==> src/rtl/instr_encoder.sv <==
// Instruction encoder/loader: validates field bundles, packs them into 32-bit words and writes them to instruction memory.
// Optional build macro ENC_ILLEGAL_TRAP_EN: the first illegal bundle aborts the session instead of being skipped.
module instr_encoder #(
    parameter int ADDR_W = 10
) (
    input  logic              clk,
    input  logic              rst_n,
    input  logic              start,
    input  logic [ADDR_W-1:0] base_addr,
    input  logic [ADDR_W:0]   word_count,
    input  logic              in_valid,
    output logic              in_ready,
    input  logic [4:0]        in_opcode,
    input  logic [2:0]        in_func,
    input  logic [3:0]        in_rd,
    input  logic [3:0]        in_rs1,
    input  logic [3:0]        in_rs2,
    input  logic [11:0]       in_imm,
    output logic              imem_we,
    output logic [ADDR_W-1:0] imem_addr,
    output logic [31:0]       imem_wdata,
    output logic              busy,
    output logic              done,
    output logic              err_illegal,
    output logic [7:0]        illegal_cnt
);

    typedef enum logic [1:0] {
        S_IDLE,
        S_RUN,
        S_FLUSH
    } state_t;

    localparam logic [ADDR_W-1:0] ADDR_ONE = 1;
    localparam logic [ADDR_W:0]   REM_ONE  = 1;

    state_t              r_state;
    state_t              w_state_next;
    logic [ADDR_W-1:0]   r_addr;
    logic [ADDR_W:0]     r_remaining;
    logic                r_we;
    logic [ADDR_W-1:0]   r_waddr;
    logic [31:0]         r_wdata;
    logic                r_done;
    logic                r_err;
    logic [7:0]          r_cnt;

    logic                w_accept;
    logic                w_legal;
    logic                w_stop;
    logic [2:0]          w_func_eff;
    logic [31:0]         w_word;

    // Only the ALU (00000) and vector (11000) opcodes carry a function field.
    always_comb begin
        w_legal    = 1'b0;
        w_func_eff = 3'b000;
        case (in_opcode)
            5'b00000: begin
                w_legal    = (in_func <= 3'd5);
                w_func_eff = in_func;
            end
            5'b11000: begin
                w_legal    = (in_func <= 3'd3);
                w_func_eff = in_func;
            end
            5'b01000, 5'b01001, 5'b00010, 5'b00011,
            5'b00100, 5'b00101, 5'b10000, 5'b00110,
            5'b10001, 5'b01010, 5'b01011, 5'b11110,
            5'b11011, 5'b11101: w_legal = 1'b1;
            default: w_legal = 1'b0;
        endcase
    end

    assign w_word   = {in_opcode, w_func_eff, in_rd, in_rs1, in_rs2, in_imm};
    assign w_accept = in_valid && in_ready;

`ifdef ENC_ILLEGAL_TRAP_EN
    assign w_stop = (r_remaining == REM_ONE) || !w_legal;
`else
    assign w_stop = (r_remaining == REM_ONE);
`endif

    always_ff @(posedge clk or negedge rst_n) begin
        if (!rst_n) begin
            r_state <= S_IDLE;
        end else begin
            r_state <= w_state_next;
        end
    end

    always_comb begin
        w_state_next = r_state;
        in_ready     = 1'b0;
        busy         = 1'b0;
        case (r_state)
            S_IDLE: begin
                if (start && (word_count != '0)) begin
                    w_state_next = S_RUN;
                end
            end
            S_RUN: begin
                in_ready = 1'b1;
                busy     = 1'b1;
                if (w_accept && w_stop) begin
                    w_state_next = S_FLUSH;
                end
            end
            S_FLUSH: begin
                busy         = 1'b1;
                w_state_next = S_IDLE;
            end
            default: w_state_next = S_IDLE;
        endcase
    end

    // Illegal bundles consume a count slot but leave the write address untouched.
    always_ff @(posedge clk or negedge rst_n) begin
        if (!rst_n) begin
            r_addr      <= '0;
            r_remaining <= '0;
            r_we        <= 1'b0;
            r_waddr     <= '0;
            r_wdata     <= '0;
            r_done      <= 1'b0;
            r_err       <= 1'b0;
            r_cnt       <= '0;
        end else begin
            r_we   <= 1'b0;
            r_done <= 1'b0;
            case (r_state)
                S_IDLE: begin
                    if (start) begin
                        r_addr      <= base_addr;
                        r_remaining <= word_count;
                        r_err       <= 1'b0;
                        r_cnt       <= '0;
                        r_done      <= (word_count == '0);
                    end
                end
                S_RUN: begin
                    if (w_accept) begin
                        r_remaining <= r_remaining - REM_ONE;
                        if (w_legal) begin
                            r_we    <= 1'b1;
                            r_waddr <= r_addr;
                            r_wdata <= w_word;
                            r_addr  <= r_addr + ADDR_ONE;
                        end else begin
                            r_err <= 1'b1;
                            if (r_cnt != 8'hFF) begin
                                r_cnt <= r_cnt + 8'd1;
                            end
                        end
                    end
                end
                S_FLUSH: begin
                    r_done <= 1'b1;
                end
                default: ;
            endcase
        end
    end

    assign imem_we     = r_we;
    assign imem_addr   = r_waddr;
    assign imem_wdata  = r_wdata;
    assign done        = r_done;
    assign err_illegal = r_err;
    assign illegal_cnt = r_cnt;

endmodule

==> config.mk <==
export PLATFORM = sky130hd
export DESIGN_NAME = instr_encoder
export DESIGN_NICKNAME = d
export VERILOG_FILES = /design/src/rtl/instr_encoder.sv
export SDC_FILE = /design/constraint.sdc
export NUM_CORES = 1
export LEC_CHECK = 0
export ABC_AREA = 1
export BUFFER_PORTS_ARGS = -buffer_cell sky130_fd_sc_hd__buf_2
export CAP_MARGIN = 20
export CELL_PAD_IN_SITES_DETAIL_PLACEMENT = 1
export CELL_PAD_IN_SITES_GLOBAL_PLACEMENT = 2
export CORE_UTILIZATION = 30
export CTS_BUF_LIST = sky130_fd_sc_hd__clkbuf_4 sky130_fd_sc_hd__clkbuf_8
export DETAILED_ROUTE_END_ITERATION = 7
export PLACE_DENSITY = 0.9
export SKIP_CTS_REPAIR_TIMING = 1
export SYNTH_ARGS = -nofsm -noshare
export SYNTH_HDL_FRONTEND = slang
export SYNTH_SLANG_ARGS = --single-unit
==> constraint.sdc <==
create_clock -name clk -period 2.2 [get_ports clk]
set_input_delay 0 -clock clk [delete_from_list [all_inputs] [get_ports clk]]
set_output_delay 0 -clock clk [all_outputs]
set_load 0.02 [all_outputs]
### After elaboration in Yosys (flattened, before gate mapping)

Index checks and enable logic that the tools add are counted.

* input bits: 57
* register bits after elaboration: 76
* logic and storage cells: 85
* output and inout bits: 55

* reduce and logical (&&, ||, !) cells: 17
* muxes and demuxes: 28
* magnitude comparators: 2
* eq/ne operators: 26
* $add $sub $neg: 3

Operators by type and width (count)
* $mux W8: 4
* $eq A5 B5 Y1 const B: 6
* $mux W10: 3
* $mux W11: 2
* $pmux W11 S2: 1
* $eq A5 B4 Y1 const B: 4
* $pmux W10 S2: 1
* $pmux W8 S2: 1
* $eq A5 B3 Y1 const B: 3
* $ne A2 B2 Y1 const B: 7
* $reduce_or A14 Y1: 1
* $eq A11 B1 Y1 const B: 1
* $logic_not A11 Y1: 1
* $reduce_bool A11 Y1: 1
* $sub A11 B1 Y11 const B: 1
* $add A10 B1 Y10 const B: 1
* $eq A5 B2 Y1 const B: 2
* $mux W1: 9
* $add A8 B1 Y8 const B: 1
* $ne A8 B8 Y1 const B: 1
* $reduce_and A4 Y1: 2
* $reduce_and A3 Y1: 2
* $logic_not A5 Y1: 1
* $reduce_and A5 Y1: 1
* other kinds (14): 19

### Depth between registers and ports, before layout

Gate-level depths: netlist (run 1).

* depth after elaboration: 6
* gate-level depth with buffers: 12
* depth with buffers taken out: 11

### Worst setup path after synthesis (run 1)

Ideal clock, no wire load.

* kind: register -> register
* start: register r_state[1]
* end: register r_remaining[8]
* path slack: 0.411 ns
* period minus slack after synthesis: 1.789 ns
* library setup time: 0.121 ns
* cell stages (with the launch flop): 11
* arrival: 1.668 ns
* path buffers: 0
* required time: 2.079 ns
* cells stage by stage: dfrtp_1 -> inv_1 -> ha_1 -> inv_2 -> nand2_1 -> o21ai_1 -> nor2_4 -> inv_2 -> a21oi_1 -> o21ai_0 -> a22o_1

* cells in the longest elaborated chain, start to end: 5
* elaborated cells on any way between the ends: 9
* classes of those cells: 3 x eq/ne; 2 x mux; 4 x reduce/logical

Ends and longest elaborated chain
* start: declaration: line 37 `state_t r_state;`
* start signal: assignment: line 88 `r_state <= w_state_next;`
* $eq A2 B1 Y1: line 96 `case (r_state)`
* $mux W1: line 96
* named net in_ready: line 12 `output logic in_ready,`
* $logic_and A1 B1 Y1: line 76 `assign w_accept = in_valid && in_ready;`
* $ne A2 B2 Y1 (no source line)
* $reduce_and A3 Y1 (no source line)
* end signal: assignment: line 135 `r_remaining <= word_count;`
* end signal: assignment: line 143 `r_remaining <= r_remaining - REM_ONE;`
* end: declaration: line 40 `logic [ADDR_W:0] r_remaining;`

The timed path passes the listed nets, and every way through them passes these cells.
A chain may end at the register's enable or synchronous reset.

### Worst setup path after layout (run 1)

* start: register r_state[0]
* end: register r_remaining[8]

* cells in the longest elaborated chain, start to end: 5
* elaborated cells on any way between the ends: 9
* classes of those cells: 3 x eq/ne; 2 x mux; 4 x reduce/logical

Ends and longest elaborated chain (line)
* $eq A2 B1 Y1: 96, 131
* $mux W1: 96
* $logic_and A1 B1 Y1: 76
* $ne A2 B2 Y1 (no source line)
* $reduce_and A3 Y1 (no source line)

Parallel ways exist; a longest one is shown, timed or not.

==> impl_metrics.toml, run 1 <==
[clock_tree]
htreeDepth = 3
cts_tree = "done"
path_clk_slew_ps = 80
clock-root-buffer = "clkbuf_8"
cts_buffer_depth = 2
clock_latency_ps = 370
cts_sinks = 76
numCtsBuffers = 9

[synth]
syn_area_um2 = 3900
synth-seq-cells = 76
synth_cell_type_count = 30
yosysWarningCount = 0
avgSynthCellArea_um2 = 7.54
syn_inst = 518
yosysSeqAreaShare_pct = 48.7
synth_fp_nets = 582

[detailed_routing]
drt-wirelength-per-cell_um = 14.4
drtIter0Drc = 133
dr.pass1.iters = 4
vias = 3923
ant_nets = 0
viasPerCell = 4.66
drc = 0
drt_wl_total_mm = 12.1

[pwr]
p_switching_mw = 3.19
p_total_mw = 7.08
powerDensity_nw_per_um2 = 1350
switching_share_pct = 45.1
power_frac_clock_pct = 18.8
p_comb_share_pct = 46.8
intPower_mw = 3.89
p_leak_nw = 2.83
p_seq_share_pct = 34.4
vdd_drop_max_mv = 0.439

[critical_path]
cp_common_cell = "inv_1"
r2r-start = "r_state[0]"
critical_path_buf_inv_count = 3
cp_slowest_cell = "dfrtp_1"
worstPathArrival_ps = 2260
start_kind = "register"
rr_worst_depth = 10
critPathRequiredTime_ps = 2460
crit_family = "compound AO/OA/AOI/OAI gates"
endpoint_kind = "register"
regToRegSetupSlack_ps = 200
path_class = "register to register"
crit_chain = "inv_1, ha_1, inv_1, nand2_1, o21ai_1, nor2_4, inv_2, a21oi_1, o21ai_0, a22o_1"
rr_endpoint = "r_remaining[8]"
worstPathMaxFanout = 13
cpPeakStageDelay_ps = 410

[placed_design]
place.detailed.hpwl_mm = 8.31
dpl.cell_count = 791
placed_cell_area_um2 = 4640
io_buffers = 111
dpl_worst_slack_ps = 219
place.gp.congestion = 0.806

[outcome]
status = "finished, violations left"
violations = "negative hold slack"

[sta]
finalSetupViolCount = 0
slew_headroom_pct = 62.4
rsz0062_at_grt = "false"
hold_slack_ps = -47.4
fmax_ghz = 0.500
post-route-min-period_ps = 2000
setup_ws_ps = 202
worst_slew_pin_slew_ps = 564
fin_crit_sh_pct = 90.8
fin_skew_ps = 7.31
drv_slew = 0
hold_viol_final = 14
tns_ps = 0

[die]
die_area_um2 = 13500
start_util_pct = 30.8
die_w_um = 116
core_area_um2 = 12700
die_height_um = 116
num_rows = 41
num_io_pins = 112

[worst_hold_path]
hold_depth = 5
hold_class = "input port to register"
min_to = "imem_wdata[26]"
min_from = "in_func[2]"

[global_route]
grt-ovfl-total = 0
track_usage_pct = 17.9
grt_pass1_wl_mm = 18.7
grt_max_degree = 77
first_global_vias = 3873
antenna_found_initial = 1

[final_layout]
drive_gt1_share_pct = 22.5
utilization_pct = 41.5
final_area_um2 = 5250
fin_nets = 729
layoutNonFillerInstCount = 842
diodes = 0
syn2layout_area_growth_pct = 34.6

[job]
max_cap_viol_count = 0
-- final cells by class --
| cell class | instances | area (um2) |
|---|---|---|
| inverters | 40 | 150 |
| flip-flops and latches | 76 | 1900 |
| repair buffers | 154 | 986 |
| clock inverters | 6 | 113 |
| clock buffers | 10 | 131 |
| fillers | 1583 | 7420 |
| multi-input cells | 384 | 1760 |
| well taps | 172 | 215 |
-- power groups by stage --
stage	Sequential, mW	Clock (mW)	Combinational (mW)
final	2.43	1.33	3.31
after global routing	2.51	1.42	3.74
after CTS	2.42	1.38	3.29
after detailed placement	2.45	0	3.28
after global placement	2.41	0	3.17
after floorplan	2.85	0	1.72
-- worst register-to-register path: stages (launching register included) --
cell     delay [ps]
dfrtp_1         410
inv_1           100
ha_1            210
inv_1            90
nand2_1          70
o21ai_1          90
nor2_4          310
inv_2           140
a21oi_1         190
o21ai_0         110
a22o_1          180
-- Yosys cell counts --
master      n  area (um2)
dfrtp_1    76        1900
nand2_1   217         815
nor3b_1     2        15.0
inv_2       6        22.5
o21ai_1    13        65.1
o211ai_1    2        15.0
nor2_4      1        11.3
nand3_4     1        17.5
clkbuf_1    6        22.5
buf_2       5        25.0
nor2_1     38         143
nor3_1      3        15.0
inv_1      34         128
o21ai_0    25         125
nand3_1    33         165
or2_2       1        6.26
o21bai_1    1        7.51
nand2_2     2        12.5
buf_1       1        3.75
nor2_2      2        12.5
o22ai_1     3        18.8
a22o_1      2        17.5
ha_1        7        87.6
xor2_1      3        26.3
xnor2_1     2        17.5
nand4_1    10        62.6
buf_4       6        45.0
nand3_2     2        20.0
a21oi_1    10        50.1
o31ai_1     4        30.0
-- layout by cell type (no fill, tap or decap), drive strengths merged, types with 4 or more instances in the layout --
| cell type | count |
|---|---|
| nand2 | 219 |
| buf | 120 |
| dfrtp | 76 |
| nor2 | 41 |
| inv | 40 |
| o21ai | 38 |
| nand3 | 36 |
| dlygate4sd3 | 34 |
| a21oi | 10 |
| nand4 | 10 |
| clkbuf | 10 |
| ha | 7 |
| o31ai | 4 |
-- kinds of logic after synthesis --
group,Yosys count,synth area share [%]
buf+inv,58,6.31
flops,76,48.7
xor+xnor,5,1.12
compound gates,60,8.43
simple gates,312,33.2
fa+ha+maj,7,2.24
-- sequential cells by signal (all words and copies together) (netlist names) --
name,flops
imem_addr,10
err_illegal,1
r_addr,10
done,1
r_state,2
imem_we,1
illegal_cnt,8
r_remaining,11
imem_wdata,32
-- how the worst max path moves through the flow --
stage,from,endpoint,cells after the start
after detailed placement,r_state[0],r_remaining[8],10
after CTS,r_state[0],r_remaining[8],10
after global placement,r_state[0],illegal_cnt[1],10
after global routing,r_state[0],illegal_cnt[7],10
after floorplan,r_state[1],r_remaining[8],10
final,r_state[0],r_remaining[8],10
-- routing by layer --
layer / up-vias / GRT usage, % / share of wire, %
li1: 1943 / - / -
met2: 102 / 30.0 / 47
met5: - / 0 / 0.083
met3: 15 / 3.50 / 4.7
met4: 2 / 6.75 / 1.5
met1: 1861 / 22.9 / 47
Note: power is estimated with default switching activity, not from simulation.
==> inputs of run 2 (changes only) <==
--- a/config.mk
+++ b/config.mk
@@ -8,12 +8,10 @@
 export ABC_AREA = 1
 export BUFFER_PORTS_ARGS = -buffer_cell sky130_fd_sc_hd__buf_2
 export CAP_MARGIN = 20
-export CELL_PAD_IN_SITES_DETAIL_PLACEMENT = 1
-export CELL_PAD_IN_SITES_GLOBAL_PLACEMENT = 2
-export CORE_UTILIZATION = 30
+export CORE_UTILIZATION = 53
 export CTS_BUF_LIST = sky130_fd_sc_hd__clkbuf_4 sky130_fd_sc_hd__clkbuf_8
 export DETAILED_ROUTE_END_ITERATION = 7
-export PLACE_DENSITY = 0.9
+export PLACE_DENSITY = 0.88
 export SKIP_CTS_REPAIR_TIMING = 1
 export SYNTH_ARGS = -nofsm -noshare
 export SYNTH_HDL_FRONTEND = slang
==> run 2 against run 1 <==
Sequential power about the same. Die area decreased by 43%. First-iteration DRC count increased by 76%. Sequential share of layout area up 1.4 points. Utilization is 31 points higher. Final cell count is 9.5% lower. Largest cell class unchanged. Hold slack worse by 0.81 ps. Clock-buffer cell count decreased by 1. Critical endpoint is now illegal_cnt[0]. Fmax fell by 0.36%. Clock skew up 11 ps. Global-route usage increased by 5.9 points. The flow still finishes with violations (negative hold slack). Power fell by 3.4%.
==> impl_metrics.toml, run 2 (synthesis gave the netlist of run 1 again) <==
[final_layout]
final-seq-area_um2 = 1900
final_common_cell = "nand2_1"
drive_gt1_share_pct = 22.2
utilization_pct = 72.9
fin_nets = 725
syn2layout_area_growth_pct = 29.6
diodes = 0
final_cell_mix = "nand2_1 (217), buf_2 (110), dfrtp_1 (76)"
multi_input_area_um2 = 1760
fillers = 506
largest_reg_flops = 32

[global_route]
grt.busiest_layer = "met2"
grt-ovfl-total = 0
antenna_found_initial = 0
grt_max_degree = 77
grt_pass1_wl_mm = 14.3
gr-usage-met1_pct = 30.1
use_met3_pct = 5.66
track_usage_pct = 23.9
grt_use_met2_pct = 40.1
first_global_vias = 3308

[clock_tree]
cts_sinks = 76
path_clk_slew_ps = 80
numCtsBuffers = 9
clock_latency_ps = 370
cts_tree = "done"
htreeDepth = 3
cts_buffer_depth = 2
clock-root-buffer = "clkbuf_8"

[pwr]
p_leak_nw = 2.79
vdd_drop_max_mv = 0.656
powerDensity_nw_per_um2 = 1350
intPower_mw = 3.61
power_frac_clock_pct = 16.2
p_seq_share_pct = 35.7
p_comb_share_pct = 48.1
switching_share_pct = 47.1
p_switching_mw = 3.22
p_total_mw = 6.83

[detailed_routing]
drc = 0
viasPerCell = 5.34
ant_nets = 0
dr.pass1.iters = 5
drtIter0Drc = 234
vias = 4068
drt_wl_total_mm = 10.9
drt-wirelength-per-cell_um = 14.3

[die]
num_rows = 30
num_io_pins = 112
core_area_um2 = 6940
die_w_um = 87.8
die_area_um2 = 7710
die_height_um = 87.8
start_util_pct = 56.2

[outcome]
violations = "negative hold slack"
status = "finished, violations left"

[sta]
worst_slew_pin_slew_ps = 926
setup_ws_ps = 195
slew_headroom_pct = 38.3
fin_crit_sh_pct = 91.2
post-route-min-period_ps = 2010
finalSetupViolCount = 0
hold_viol_final = 11
fmax_ghz = 0.499
tns_ps = 0
fin_skew_ps = 18.7
rsz0062_at_grt = "false"
hold_slack_ps = -48.2
drv_slew = 0

[critical_path]
cp_slowest_cell = "dfrtp_1"
endpoint_kind = "register"
crit_chain = "inv_1, ha_1, inv_2, nand2_1, o21ai_1, nor2_4, buf_4, nand3_2, nand2_1, nand2_1"
worstPathMaxFanout = 18
critPathRequiredTime_ps = 2450
path_class = "register to register"
cpPeakStageDelay_ps = 400
worstPathArrival_ps = 2260
start_kind = "register"
cp_common_cell = "nand2_1"

[job]
max_cap_viol_count = 0

[worst_hold_path]
hold_class = "input port to register"

[placed_design]
place.detailed.hpwl_mm = 6.48
dpl_worst_slack_ps = 235
io_buffers = 111
place.gp.congestion = 0.925
## run 2: cell types whose count changed in the layout (fill, tap and decap cells not counted), sizes merged
| cell | delta |
|---|---|
| buf | -3 |
| clkinv | +3 |
| bufinv | -2 |
| clkbuf | -1 |
| clkinvlp | -1 |
| dlygate4sd3 | -1 |
| inv | +1 |
## run 2: worst paths after layout
| path | start | endpoint | slack, ps | cells past startpoint |
|---|---|---|---|---|
| max | r_state[1] | illegal_cnt[0] | 190 | 10 |
| min | in_func[0] | imem_wdata[24] | -50 | 5 |
| max reg2reg | r_state[1] | illegal_cnt[0] | 190 | 10 |
| min reg2reg | imem_wdata[0] | imem_wdata[0] | 480 | 2 |
| max in group asynchronous | rst_n | imem_wdata[12] | 1250 | 2 |
| min in group asynchronous | rst_n | imem_wdata[5] | 360 | 2 |
## run 2: per-stage QoR
stage	cell area (um2)	std cells
2_1_floorplan	3900	518
3_3_place_gp	4530	713
3_5_place_dp	4530	713
4_1_cts	4730	729
5_1_grt	5060	762
6_report	5060	762
## run 2: worst max-delay path, delay by kind of cell (launching register included)
kind | cells | cell delay (ps)
AO/OA/AOI/OAI | 1 | 90
adder cells (fa/ha/maj) | 1 | 190
flip-flops | 1 | 400
buffers and inverters | 3 | 480
AND/OR/NAND/NOR | 5 | 730
## run 2: final cells by class
| type | instances | share of cell area, % |
|---|---|---|
| repair buffers | 150 | 18.4 |
| clock inverters | 7 | 1.51 |
| multi-input cells | 384 | 34.7 |
| flip-flops and latches | 76 | 37.6 |
| well taps | 96 | 2.37 |
| inverters | 40 | 2.97 |
| clock buffers | 9 | 2.45 |
## run 2: metal layers
metal  part of all wire [%]  wire [um]
met4                    1.6        172
met3                    7.1        776
met2                     48       5230
met5                      0          0
met1                     43       4690
## run 2: power groups by stage
stage / Clock (mW) / Combinational, mW / Sequential [mW]
after floorplan: 0 / 1.72 / 2.85
after detailed placement: 0 / 3.16 / 2.40
final: 1.10 / 3.29 / 2.44
after global routing: 1.16 / 3.61 / 2.49
after CTS: 1.08 / 3.18 / 2.38
after global placement: 0 / 3.03 / 2.38
==> inputs of run 3 (changes only) <==
--- a/config.mk
+++ b/config.mk
@@ -8,10 +8,9 @@
 export ABC_AREA = 1
 export BUFFER_PORTS_ARGS = -buffer_cell sky130_fd_sc_hd__buf_2
 export CAP_MARGIN = 20
-export CORE_UTILIZATION = 53
-export CTS_BUF_LIST = sky130_fd_sc_hd__clkbuf_4 sky130_fd_sc_hd__clkbuf_8
+export CORE_UTILIZATION = 52
 export DETAILED_ROUTE_END_ITERATION = 7
-export PLACE_DENSITY = 0.88
+export PLACE_DENSITY = 0.87
 export SKIP_CTS_REPAIR_TIMING = 1
 export SYNTH_ARGS = -nofsm -noshare
 export SYNTH_HDL_FRONTEND = slang
==> run 3 against run 2 <==
The flow still finishes with violations (negative hold slack). Register-to-register slack better by 20 ps. Fmax up 1.0%. Sequential power about the same. Largest power group unchanged.
==> impl_metrics.toml, run 3 (synthesis gave the netlist of run 1 again) <==
[sta]
slew_headroom_pct = 36.9
fin_skew_ps = 9.07
rsz0062_at_grt = "false"
fin_crit_sh_pct = 90.3
hold_slack_ps = -17.8
post-route-min-period_ps = 1990
fmax_ghz = 0.504
tns_ps = 0
hold_viol_final = 6
drv_slew = 0
finalSetupViolCount = 0
worst_slew_pin_slew_ps = 946

[global_route]
first_global_vias = 3364
antenna_found_initial = 0
grt_max_degree = 77
track_usage_pct = 24.0
grt_pass1_wl_mm = 14.8
grt-ovfl-total = 0

[pwr]
intPower_mw = 3.52
p_comb_share_pct = 48.7
switching_share_pct = 47.3
powerDensity_nw_per_um2 = 1330
p_switching_mw = 3.16
vdd_drop_max_mv = 0.522
p_seq_share_pct = 36.5
power_frac_clock_pct = 14.8
p_leak_nw = 2.78

[final_layout]
utilization_pct = 69.5
layoutNonFillerInstCount = 763
fin_nets = 723
largest_reg_flops = 32
diodes = 0
final_cell_mix = "nand2_1 (217), buf_2 (110), dfrtp_1 (76)"
drive_gt1_share_pct = 22.0
fillers = 533
final_area_um2 = 5040
syn2layout_area_growth_pct = 29.1
final_common_cell = "nand2_1"

[critical_path]
start_kind = "register"
endpoint_kind = "register"
worstPathArrival_ps = 2220
path_class = "register to register"
critPathRequiredTime_ps = 2440
worstPathMaxFanout = 13

[placed_design]
place.detailed.hpwl_mm = 6.57
place.gp.congestion = 0.930
dpl.cell_count = 714
placed_cell_area_um2 = 4530
io_buffers = 111

[detailed_routing]
viasPerCell = 5.34
vias = 4075
drt_wl_total_mm = 10.7
drtIter0Drc = 253
drc = 0
dr.pass1.iters = 5
drt-wirelength-per-cell_um = 14.1
ant_nets = 0

[clock_tree]
clock-root-buffer = "clkbuf_8"
htreeDepth = 3
cts_buffer_depth = 2
cts_tree = "done"
cts_sinks = 76
numCtsBuffers = 9
path_clk_slew_ps = 90
clock_latency_ps = 350

[die]
num_rows = 31
die_height_um = 88.6
num_io_pins = 112
die_w_um = 88.6
start_util_pct = 53.8
die_area_um2 = 7860
core_area_um2 = 7250

[outcome]
violations = "negative hold slack"
status = "finished, violations left"

[worst_hold_path]
hold_class = "input port to register"

[job]
max_cap_viol_count = 0
## run 3: power by group through the flow
stage / Sequential [mW] / Combinational, mW / Clock (mW)
after detailed placement: 2.42 / 3.14 / 0
after CTS: 2.39 / 3.15 / 1.00
after global routing: 2.50 / 3.62 / 1.07
after global placement: 2.38 / 3.04 / 0
after floorplan: 2.85 / 1.72 / 0
final: 2.44 / 3.25 / 0.989
## run 3: through the flow
| stage | power (mW) | setup WS, ps | hold slack [ps] |
|---|---|---|---|
| floorplan | 4.57 | 411 | -296 |
| global placement | 5.43 | 387 | 192 |
| detailed placement | 5.56 | 255 | 198 |
| CTS | 6.55 | 243 | -175 |
| global route | 7.20 | 30.0 | 1.41 |
| finish | 6.68 | 214 | -17.8 |
## run 3: final cells by class
| class | count | area [um2] | area share, % |
|---|---|---|---|
| Sequential cell | 76 | 1900 | 37.7 |
| Multi-Input combinational cell | 384 | 1760 | 34.8 |
| Timing Repair Buffer | 148 | 931 | 18.5 |
| Inverter | 40 | 150 | 2.98 |
| Clock buffer | 9 | 124 | 2.46 |
| Tap cell | 99 | 124 | 2.46 |
| Clock inverter | 7 | 55.1 | 1.09 |
## run 3: metal layers
metal  up-vias  track usage (%)  share of wire (%)
li1       1931                -                  -
met1      1907             29.7                 43
met2       212             42.2                 47
met3        25             4.76                8.1
met4         0             7.33                1.6
met5         -                0                  0
## run 3: worst max-delay path, cell delays in order (launching register included)
cell	delay (ps)
dfrtp_1	420
inv_1	100
ha_1	190
inv_1	80
nand2_1	60
o21ai_1	90
nor2_4	300
inv_2	140
a21oi_1	190
o21ai_0	120
a22o_1	190
## run 3: worst paths after layout
check,from,endpoint,slack [ps],cells after the start
worst max-delay path,r_state[0],r_remaining[8],210,10
worst min-delay path,word_count[9],r_remaining[9],-20,3
worst max register to register,r_state[0],r_remaining[8],210,10
worst min register to register,imem_wdata[0],imem_wdata[0],480,2
max in group asynchronous,rst_n,r_remaining[7],1250,2
min in group asynchronous,rst_n,imem_wdata[28],350,2
